--- src/rtl/pulse_cmd_pkg.sv ---
// rtl/pulse_cmd_pkg.sv - frame constants and state encoding for the UART command controller
package pulse_cmd_pkg;

   localparam logic [7:0] HDR       = 8'hA5;
   localparam logic [7:0] ACK       = 8'h06;
   localparam logic [7:0] NAK       = 8'h15;
   localparam int         FRAME_LEN = 7;
   localparam int         RSP_MAX   = 5;

   typedef enum logic [2:0] {
      IDLE,
      RX,
      EXEC,
      TX_REQ,
      TX_BUSY,
      TX_DONE
   } cmd_state_t;

   function automatic logic [7:0] sat_inc(input logic [7:0] v);
      return (v == 8'hFF) ? v : v + 8'd1;
   endfunction

endpackage

--- src/rtl/cmd_tx_seq.sv ---
// rtl/cmd_tx_seq.sv - response shift register and UART transmit handshake
module cmd_tx_seq
   import pulse_cmd_pkg::*;
(
   input  logic                 clk_i,
   input  logic                 rst_i,
   input  logic                 load_i,
   input  logic [RSP_MAX*8-1:0] bytes_i,
   input  logic [2:0]           count_i,
   input  logic                 is_transmitting_i,
   output logic                 transmit_o,
   output logic [7:0]           tx_byte_o,
   output logic                 done_o
);

   cmd_state_t           state_q, state_d;
   logic [RSP_MAX*8-1:0] shift_q, shift_d;
   logic [2:0]           left_q, left_d;

   always_ff @(posedge clk_i) begin
      if (rst_i) begin
         state_q <= IDLE;
         shift_q <= '0;
         left_q  <= '0;
      end else begin
         state_q <= state_d;
         shift_q <= shift_d;
         left_q  <= left_d;
      end
   end

   // The head octet is the byte on the wire; it only advances once the UART drops busy.
   always_comb begin
      state_d    = state_q;
      shift_d    = shift_q;
      left_d     = left_q;
      transmit_o = 1'b0;
      done_o     = 1'b0;
      case (state_q)
         IDLE: begin
            if (load_i && (count_i != 3'd0)) begin
               shift_d = bytes_i;
               left_d  = count_i;
               state_d = TX_REQ;
            end
         end
         TX_REQ: begin
            if (!is_transmitting_i) begin
               transmit_o = 1'b1;
               state_d    = TX_BUSY;
            end
         end
         TX_BUSY: begin
            if (is_transmitting_i) state_d = TX_DONE;
         end
         TX_DONE: begin
            if (!is_transmitting_i) begin
               shift_d = {shift_q[RSP_MAX*8-9:0], 8'h00};
               left_d  = left_q - 3'd1;
               if (left_q == 3'd1) begin
                  done_o  = 1'b1;
                  state_d = IDLE;
               end else begin
                  state_d = TX_REQ;
               end
            end
         end
         default: state_d = IDLE;
      endcase
   end

   assign tx_byte_o = shift_q[RSP_MAX*8-1 -: 8];

endmodule

--- src/rtl/pulse_cmd_ctrl.sv ---
// rtl/pulse_cmd_ctrl.sv - UART command frame parser and 32-bit configuration register bank
module pulse_cmd_ctrl
   import pulse_cmd_pkg::*;
#(
   parameter int NREGS   = 8,
   parameter int TIMEOUT = 120000
) (
   input  logic                  clk,
   input  logic                  rst,
   input  logic                  received,
   input  logic [7:0]            rx_byte,
   input  logic                  recv_error,
   input  logic                  is_transmitting,
   output logic                  transmit,
   output logic [7:0]            tx_byte,
   output logic [NREGS*32-1:0]   cfg_flat,
   output logic                  cfg_wr,
   output logic                  busy,
   output logic [7:0]            err_cnt
);

   localparam int            IW       = (NREGS > 1) ? $clog2(NREGS) : 1;
   localparam int            CW       = (TIMEOUT > 2) ? $clog2(TIMEOUT) : 1;
   localparam logic [CW-1:0] TO_LAST  = CW'(TIMEOUT - 1);
   localparam logic [2:0]    LAST_IDX = 3'(FRAME_LEN - 1);

   cmd_state_t                 state_q, state_d;
   logic [2:0]                 idx_q, idx_d;
   logic [7:0]                 addr_q, addr_d;
   logic [31:0]                data_q, data_d;
   logic [7:0]                 chk_q, chk_d;
   logic                       good_q, good_d;
   logic [CW-1:0]              tmo_q, tmo_d;
   logic [7:0]                 err_q, err_d;
   logic                       wr_q, wr_d;
   logic [NREGS-1:0][31:0]     regs_q;
   logic [IW-1:0]              ridx;

   logic                       seq_load;
   logic [RSP_MAX*8-1:0]       seq_bytes;
   logic [2:0]                 seq_count;
   logic                       seq_done;

   assign ridx = IW'(addr_q[6:0]);

   always_ff @(posedge clk) begin
      if (rst) begin
         state_q <= IDLE;
         idx_q   <= '0;
         addr_q  <= '0;
         data_q  <= '0;
         chk_q   <= '0;
         good_q  <= 1'b0;
         tmo_q   <= '0;
         err_q   <= '0;
         wr_q    <= 1'b0;
         regs_q  <= '0;
      end else begin
         state_q <= state_d;
         idx_q   <= idx_d;
         addr_q  <= addr_d;
         data_q  <= data_d;
         chk_q   <= chk_d;
         good_q  <= good_d;
         tmo_q   <= tmo_d;
         err_q   <= err_d;
         wr_q    <= wr_d;
         if (wr_d) regs_q[ridx] <= data_q;
      end
   end

   // The write commits on the CHK strobe so EXEC already sees the new register value.
   always_comb begin
      state_d   = state_q;
      idx_d     = idx_q;
      addr_d    = addr_q;
      data_d    = data_q;
      chk_d     = chk_q;
      good_d    = good_q;
      tmo_d     = tmo_q;
      err_d     = err_q;
      wr_d      = 1'b0;
      seq_load  = 1'b0;
      seq_bytes = {ACK, regs_q[ridx]};
      seq_count = 3'd0;
      case (state_q)
         IDLE: begin
            tmo_d = '0;
            if (received && (rx_byte == HDR)) begin
               idx_d   = 3'd1;
               chk_d   = 8'h00;
               state_d = RX;
            end
         end
         RX: begin
            if (recv_error || (!received && (tmo_q == TO_LAST))) begin
               err_d   = sat_inc(err_q);
               state_d = IDLE;
            end else if (received) begin
               tmo_d = '0;
               idx_d = idx_q + 3'd1;
               if (idx_q == 3'd1) addr_d = rx_byte;
               else if (idx_q != LAST_IDX) data_d = {data_q[23:0], rx_byte};
               if (idx_q == LAST_IDX) begin
                  good_d  = (chk_q == rx_byte);
                  wr_d    = (chk_q == rx_byte) && !addr_q[7];
                  state_d = EXEC;
               end else begin
                  chk_d = chk_q ^ rx_byte;
               end
            end else begin
               tmo_d = tmo_q + 1'b1;
            end
         end
         EXEC: begin
            seq_load = 1'b1;
            state_d  = TX_REQ;
            if (!good_q) begin
               err_d     = sat_inc(err_q);
               seq_bytes = {NAK, 32'h0};
               seq_count = 3'd1;
            end else if (addr_q[7]) begin
               seq_count = 3'd5;
            end else begin
               seq_count = 3'd1;
            end
         end
         TX_REQ, TX_BUSY, TX_DONE: begin
            if (seq_done) state_d = IDLE;
         end
         default: state_d = IDLE;
      endcase
   end

   cmd_tx_seq u_tx_seq (
      .clk_i             (clk),
      .rst_i             (rst),
      .load_i            (seq_load),
      .bytes_i           (seq_bytes),
      .count_i           (seq_count),
      .is_transmitting_i (is_transmitting),
      .transmit_o        (transmit),
      .tx_byte_o         (tx_byte),
      .done_o            (seq_done)
   );

   assign cfg_flat = regs_q;
   assign cfg_wr   = wr_q;
   assign busy     = (state_q != IDLE);
   assign err_cnt  = err_q;

endmodule
--- config.mk ---
export PLATFORM = sky130hd
export DESIGN_NAME = pulse_cmd_ctrl
export DESIGN_NICKNAME = d
export VERILOG_FILES = /design/src/rtl/pulse_cmd_pkg.sv /design/src/rtl/cmd_tx_seq.sv /design/src/rtl/pulse_cmd_ctrl.sv
export SDC_FILE = /design/constraint.sdc
export NUM_CORES = 1
export LEC_CHECK = 0
export CAP_MARGIN = 20
export CORE_MARGIN = 2
export CORE_UTILIZATION = 43
export DETAILED_ROUTE_END_ITERATION = 12
export GPL_TIMING_DRIVEN = 0
export PLACE_DENSITY = 0.64
export REMOVE_ABC_BUFFERS = 1
export SKIP_CTS_REPAIR_TIMING = 1
export SLEW_MARGIN = 20
export SYNTH_ARGS = -nofsm -noshare
export SYNTH_HDL_FRONTEND = slang
export SYNTH_HIERARCHICAL = 1
export SYNTH_SLANG_ARGS = --single-unit
--- constraint.sdc ---
create_clock -name clk -period 2.4 [get_ports clk]
set_input_delay 0.48 -clock clk [delete_from_list [all_inputs] [get_ports clk]]
set_output_delay 0.48 -clock clk [all_outputs]
set_load 0.005 [all_outputs]
After elaboration in Yosys (flattened, before gate mapping)
Index checks and enable logic that the tools add are counted.
W data, S select, Z words.
{"block": "word_totals", "ff_bits": 383, "input_bits": 13, "output_inout_bits": 275, "elab_cells": 137}
{"block": "op_classes", "add_sub_neg": 4, "n_lt_le_gt_ge": 2, "eq_ne": 29, "mux": 53, "bitwise": 3, "reduce_logical": 26}
{"operator": "$bwmux W256", "n": 1}
{"operator": "$bmux W32 S3", "n": 1}
{"operator": "$demux W32 S3", "n": 1}
{"operator": "$mux W40", "n": 2}
{"operator": "$pmux W40 S2", "n": 1}
{"operator": "$mux W37", "n": 2}
{"operator": "$mux W32", "n": 2}
{"operator": "$mux W8", "n": 7}
{"operator": "$mux W3", "n": 16}
{"operator": "$mux W17", "n": 2}
{"operator": "$pmux W17 S2", "n": 1}
{"operator": "$pmux W8 S2", "n": 2}
{"operator": "$pmux W3 S4", "n": 2}
{"operator": "$ne A2 B2 Y1 const B", "n": 10}
{"operator": "$reduce_and A4 Y1", "n": 5}
{"operator": "$add A17 B1 Y17 const B", "n": 1}
{"operator": "$eq A17 B17 Y1 const B", "n": 1}
{"operator": "$eq A8 B8 Y1 const B", "n": 2}
{"operator": "$eq A3 B3 Y1 const B", "n": 5}
{"operator": "$pmux W3 S2", "n": 2}
{"operator": "$mux W1", "n": 10}
{"operator": "$reduce_and A5 Y1", "n": 2}
{"operator": "$eq A3 B1 Y1 const B", "n": 3}
{"operator": "$eq A3 B2 Y1 const B", "n": 3}
{"operator": "20 further kinds", "n": 33}

Depth between registers and ports, before layout
{"block": "logic_depth", "ltp_word": 7, "depth_mapped": 10, "ltp_nobuf": 8}

By module
Netlist, hierarchy kept.
{"mod": "pulse_cmd_ctrl", "instances": 1, "cells_each": 1506, "area_each_um2": 14017.2, "seq_area_each_um2": 6646.4}
{"mod": "cmd_tx_seq", "instances": 1, "cells_each": 246, "area_each_um2": 2504.9, "seq_area_each_um2": 920.9}

Worst setup path before layout
No wires, ideal clock.
{"block": "synth_path", "path_kind": "register to register", "from": "register addr_q[0]", "to": "register u_tx_seq.shift_q[16]", "setup_time_ns": 0.081, "arrival_ns": 1.996, "required_time_ns": 2.319, "setup_slack_ns": 0.323, "path_stages_with_launch": 9, "path_buffers": 3, "period_less_slack_ns": 2.077, "path_cell_list": "dfxtp_1 -> buf_2 -> nor3_1 -> clkbuf_1 -> buf_1 -> a22oi_1 -> a31oi_1 -> mux2i_1 -> a211oi_2"}
{"block": "synth_via", "elab_chain_len": 6}
{"element": "from (decl)", "line_no": "pulse_cmd_ctrl.sv:29", "rtl": "logic [7:0] addr_q, addr_d;"}
{"element": "from (signal assigned)", "line_no": "pulse_cmd_ctrl.sv:61", "rtl": "addr_q <= addr_d;"}
{"element": "$bmux W32 S3 *", "line_no": "pulse_cmd_ctrl.sv:84", "rtl": "seq_bytes = {ACK, regs_q[ridx]};"}
{"element": "$mux W32 (implied by the code) *", "line_no": "pulse_cmd_ctrl.sv:84"}
{"element": "$mux W37", "line_no": "pulse_cmd_ctrl.sv:118", "rtl": "if (!good_q) begin"}
{"element": "$mux W37 *", "line_no": "pulse_cmd_ctrl.sv:86", "rtl": "case (state_q)"}
{"element": "via seq_bytes[16]", "line_no": "pulse_cmd_ctrl.sv:40", "rtl": "logic [RSP_MAX*8-1:0] seq_bytes;"}
{"element": "$mux W40 *", "line_no": "cmd_tx_seq.sv:41", "rtl": "if (load_i && (count_i != 3'd0)) begin"}
{"element": "$pmux W40 S2 *", "line_no": "cmd_tx_seq.sv:39", "rtl": "case (state_q)"}
{"element": "to (signal assigned)", "line_no": "cmd_tx_seq.sv:27", "rtl": "shift_q <= shift_d;"}
{"element": "to (decl)", "line_no": "cmd_tx_seq.sv:17", "rtl": "logic [RSP_MAX*8-1:0] shift_q, shift_d;"}
The timed path passes the listed nets; every way through them passes the cells marked *. The select of a mux whose other input is x is not followed.
A chain may end at the register's enable or synchronous reset.

Worst setup path in the final report
{"block": "layout_path", "from": "input port rx_byte[1]", "to": "register regs_q (netlist bit cfg_flat[243])"}
{"block": "layout_via", "elab_chain_len": 6}
{"element": "from (decl)", "line_no": "pulse_cmd_ctrl.sv:11", "rtl": "input logic [7:0] rx_byte,"}
{"element": "$eq A8 B8 Y1", "line_no": "pulse_cmd_ctrl.sv:106", "rtl": "wr_d = (chk_q == rx_byte) && !addr_q[7];"}
{"element": "$logic_and A1 B1 Y1", "line_no": "pulse_cmd_ctrl.sv:106"}
{"element": "$mux W1", "line_no": "pulse_cmd_ctrl.sv:104", "rtl": "if (idx_q == LAST_IDX) begin"}
{"element": "$mux W1", "line_no": "pulse_cmd_ctrl.sv:99", "rtl": "end else if (received) begin"}
{"element": "$mux W1", "line_no": "pulse_cmd_ctrl.sv:96", "rtl": "if (recv_error || (!received && (tmo_q == TO_LAST))) begin"}
{"element": "$mux W1", "line_no": "pulse_cmd_ctrl.sv:86"}
{"element": "to (signal, indexed assignment)", "line_no": "pulse_cmd_ctrl.sv:68", "rtl": "if (wr_d) regs_q[ridx] <= data_q;"}
{"element": "to (decl)", "line_no": "pulse_cmd_ctrl.sv:36", "rtl": "logic [NREGS-1:0][31:0] regs_q;"}
No other way between the ends.

==> results summary <==
The maximum fanout count along the critical path came out at 7. The total of warnings raised by yosys is 6. The number of antenna violations at the first check in global routing came out at 1. The remaining global-route overflow is 0.

The worst-case reg-to-reg path depth is 8. The average instance in the mapped netlist occupies 9.43 sq um. The cell chosen for the clock root is sky130_fd_sc_hd__clkbuf_16. The via count of the routed design is 14,600. The critical path starts at rx_byte[1]. In this run the deepest clock path goes through 3 buffers. The tightest slew margin relative to the limit came out at 0.408. The area growth from synthesis to layout is 34.2%. The flow ran to the end, but the final reports show violations. The number of buffers created by CTS is 42. The per-cell via count in the routed design is 5.69. The checks that failed: negative setup slack. The startpoint of the worst-slack reg-to-reg timing path is addr_q[2]. The worst setup path is captured at a flop.

In the final layout, the share of cells above drive strength 1 is 0.128. Across the VDD grid, the largest voltage drop is 0.579 mV. The global placement routability congestion came out at 0.812. The register-to-register setup slack is 0.04 ns. For this run, the register share of the synthesized area comes to 0.458. The number of placed I/O pins came out at 288.

Data on the critical path is required at its endpoint by 2.81 ns. The worst setup slack after layout is -0.0759 ns. The period utilization came out at 1.03. The final layout net count came out at 2,063. The count of port buffers added during placement is 287. The overall routed net length came out at 59,100 um. The post-detailed-placement half-perimeter wirelength came out at 37,900 um. Setup violations remaining at the end of the flow were counted as 25. In this run the remaining antenna-violating nets after routing total 0. Entering global routing, the biggest net connects 124 pins. Once layout is complete, the utilization of the core stands at 0.587. The floorplan step set the die width to 200 um. The max-slew violation count came out at 0. The count of flip-flops with a built-in enable after synthesis is 0. Power spread over the standard cell area amounts to 591 mW/mm^2. The accumulated negative setup slack came out at -0.887 ns. The sink count of the clock tree is 378.

The violation count after the first detailed-routing iteration came out at 1,012. In this run the critical register-to-register path is captured at u_tx_seq/shift_q[27]. The area of the die is 0.0400 sq mm. TritonCTS built the clock tree. The share of flip-flops with an asynchronous set or reset after synthesis is 0.

The via count of the first global-routing pass is 13,800. The antenna diode count came out at 0. From bottom edge to top edge, the die measures 200 um. The arrival time of data at the critical path endpoint is 2.89 ns. The average detailed-routed wire length per instance came out at 23.0 um.

The clock latency reported for the late side of the worst-skew pair came out at 0.55 ns. In this run the standard cell core region covers 0.0378 sq mm. The tool flagged a number of max-cap violations equal to 0.

The H-tree depth is 2. In the global route stage, overall resource usage came out at 0.272. The placed instance area came out at 0.0203 sq mm. The number of core rows came out at 71. The number of design rule violations left after detail routing came out at 0. Summing internal, switching and leakage power gives 13.1 mW. In this run the worst hold path is classified as input port to flop. The synthesized netlist contains 66 unique library cells. The first-pass detailed-route iteration total came out at 5.

For the finished layout, the period the worst path requires is 2.48 ns. The mapped cell area is 0.0165 sq mm. The worst clock skew on the final layout is 0.0194 ns. The static leakage power is 9.83 nW.

The starting density of the core is 0.438. The number of hold violations in the final report came out at 0. The most used flip-flop cell after synthesis is sky130_fd_sc_hd__dfxtp_1.

Setup repair after global routing could not meet its margin everywhere. The first global-routing pass estimated 83,000 um of wire. The clock slew seen by the registers of the worst setup and hold paths came out at 0.06 ns. The cell count after synthesis came out at 1,752. The critical path in this run is classified as input port to flop. With fillers left out, the area of the finished cells amounts to 0.0222 sq mm. Following the worst setup path forward leads to its endpoint at cfg_flat[243]. The critical path launch point type is an input port.

The flip-flop and latch count after synthesis came out at 378. The achievable frequency is 0.404 GHz. At the pin with the least slew margin, the transition time is 0.887 ns.
registers in the layout, indices dropped and copies added (netlist names):
signal and cells:
addr_q 4, cfg_flat 256, cfg_wr 1, chk_q 8, data_q 32, err_cnt 8
good_q 1, idx_q 3, state_q 2, tmo_q 17, u_tx_seq/left_q 3, u_tx_seq/shift_q 40
u_tx_seq/state_q 3
cell usage in the layout (no fill, tap or decap), types with 16 or more instances in the layout:
cell and n:
sky130_fd_sc_hd__a211oi_2 34, sky130_fd_sc_hd__a21oi_1 70, sky130_fd_sc_hd__a221oi_1 32, sky130_fd_sc_hd__a22o_1 32, sky130_fd_sc_hd__a22oi_1 65, sky130_fd_sc_hd__a31oi_1 35
sky130_fd_sc_hd__buf_4 53, sky130_fd_sc_hd__buf_6 42, sky130_fd_sc_hd__clkbuf_16 43, sky130_fd_sc_hd__clkdlybuf4s50_1 285, sky130_fd_sc_hd__dfxtp_1 370, sky130_fd_sc_hd__mux2i_1 290
sky130_fd_sc_hd__nand2_1 93, sky130_fd_sc_hd__nand3_1 17, sky130_fd_sc_hd__nor2_1 327, sky130_fd_sc_hd__o21ai_1 16, sky130_fd_sc_hd__xor2_1 17
how the worst min path moves through the flow:
| stage | endpoint | from | cells after the start |
|---|---|---|---|
| after floorplan | u_tx_seq/shift_q[0] | u_tx_seq/shift_q[0] | 2 |
| after global placement | u_tx_seq/shift_q[7] | u_tx_seq/shift_q[7] | 2 |
| after detailed placement | u_tx_seq/shift_q[0] | u_tx_seq/shift_q[0] | 2 |
| after CTS | cfg_flat[186] | rst | 2 |
| after global routing | cfg_flat[90] | rst | 2 |
| final | cfg_flat[250] | rst | 2 |
report_power, final:
part           total, mW  internal (mW)  switching [mW]  leakage [nW]
combinational      0.464          0.135           0.329          6.12
sequential          6.31           6.29          0.0237          3.05
clock               6.32           3.78            2.54         0.658
total               13.1           10.2            2.89          9.83
metrics by stage:
stage	hold WS, ns	worst slack (ns)	std cells
5_1_grt	0.236	-0.150	2574
6_report	0.248	-0.0759	2574
3_5_place_dp	0.448	-1.89	2457
3_3_place_gp	0.440	-10.19	2383
4_1_cts	0.224	-1.35	2526
2_1_floorplan	0.425	-2.57	1585
synthesized netlist by cell type (all sizes together), types with 2 or more instances:
master / instances / area, sq um
and4: 2 / 17.5
a221oi: 32 / 280
a21oi: 77 / 408
xor2: 17 / 149
o41ai: 2 / 17.5
nor2b: 5 / 31.3
and3: 8 / 50.1
and4bb: 2 / 25.0
and3b: 2 / 17.5
a22oi: 65 / 488
o2111ai: 3 / 26.3
ha: 12 / 150
a211oi: 37 / 443
mux2: 2 / 22.5
nor4: 2 / 12.5
mux2i: 290 / 2900
o211ai: 5 / 37.5
nor3: 7 / 35.0
dfxtp: 378 / 7570
or3: 4 / 30.0
a22o: 32 / 280
xnor2: 5 / 43.8
a31oi: 35 / 219
a21o: 3 / 30.0
nor3b: 4 / 30.0
inv: 14 / 52.6
o31ai: 7 / 52.6
nor2: 330 / 1240
conb: 2 / 7.51
nand3b: 10 / 87.6
and2: 5 / 31.3
nand3: 22 / 135
clkbuf: 111 / 417
nand2: 95 / 357
nand2b: 6 / 37.5
buf: 62 / 393
nor4b: 3 / 56.3
or4: 6 / 45.0
o21ai: 26 / 134
nand4: 9 / 56.3
cell type report:
cell class	count	area, sq um
clock inverters	6	83.8
multi-input cells	1199	8390
inverters	15	56.3
flip-flops and latches	378	7580
clock buffers	63	1250
repair buffers	402	4180
fillers	3217	15600
well taps	511	639
routing by layer:
layer	global-route usage	up-vias	part of all wire	wire length (um)
li1	-	6744	-	-
met1	0.369	7201	0.44	26000
met2	0.438	594	0.45	26900
met3	0.0502	101	0.076	4480
met4	0.0897	0	0.030	1760
met5	0	-	0	0
critical path: stages:
cell	delay, ns
sky130_fd_sc_hd__clkdlybuf4s50_1	0.69
sky130_fd_sc_hd__xor2_1	0.17
sky130_fd_sc_hd__nor4_4	0.42
sky130_fd_sc_hd__nand4_1	0.32
sky130_fd_sc_hd__buf_6	0.27
sky130_fd_sc_hd__buf_6	0.15
sky130_fd_sc_hd__buf_6	0.14
sky130_fd_sc_hd__mux2i_1	0.17
sky130_fd_sc_hd__nor2_1	0.06
cell families after synthesis:
| family | after synthesis | synth area share |
|---|---|---|
| other cells | 2 | 0.000455 |
| simple gates | 526 | 0.141 |
| buf+inv | 188 | 0.0524 |
| mux | 292 | 0.177 |
| flops | 378 | 0.458 |
| xor+xnor | 22 | 0.0117 |
| fa+ha+maj | 12 | 0.00909 |
| compound gates | 332 | 0.150 |
(Power assumes the default switching activity.)
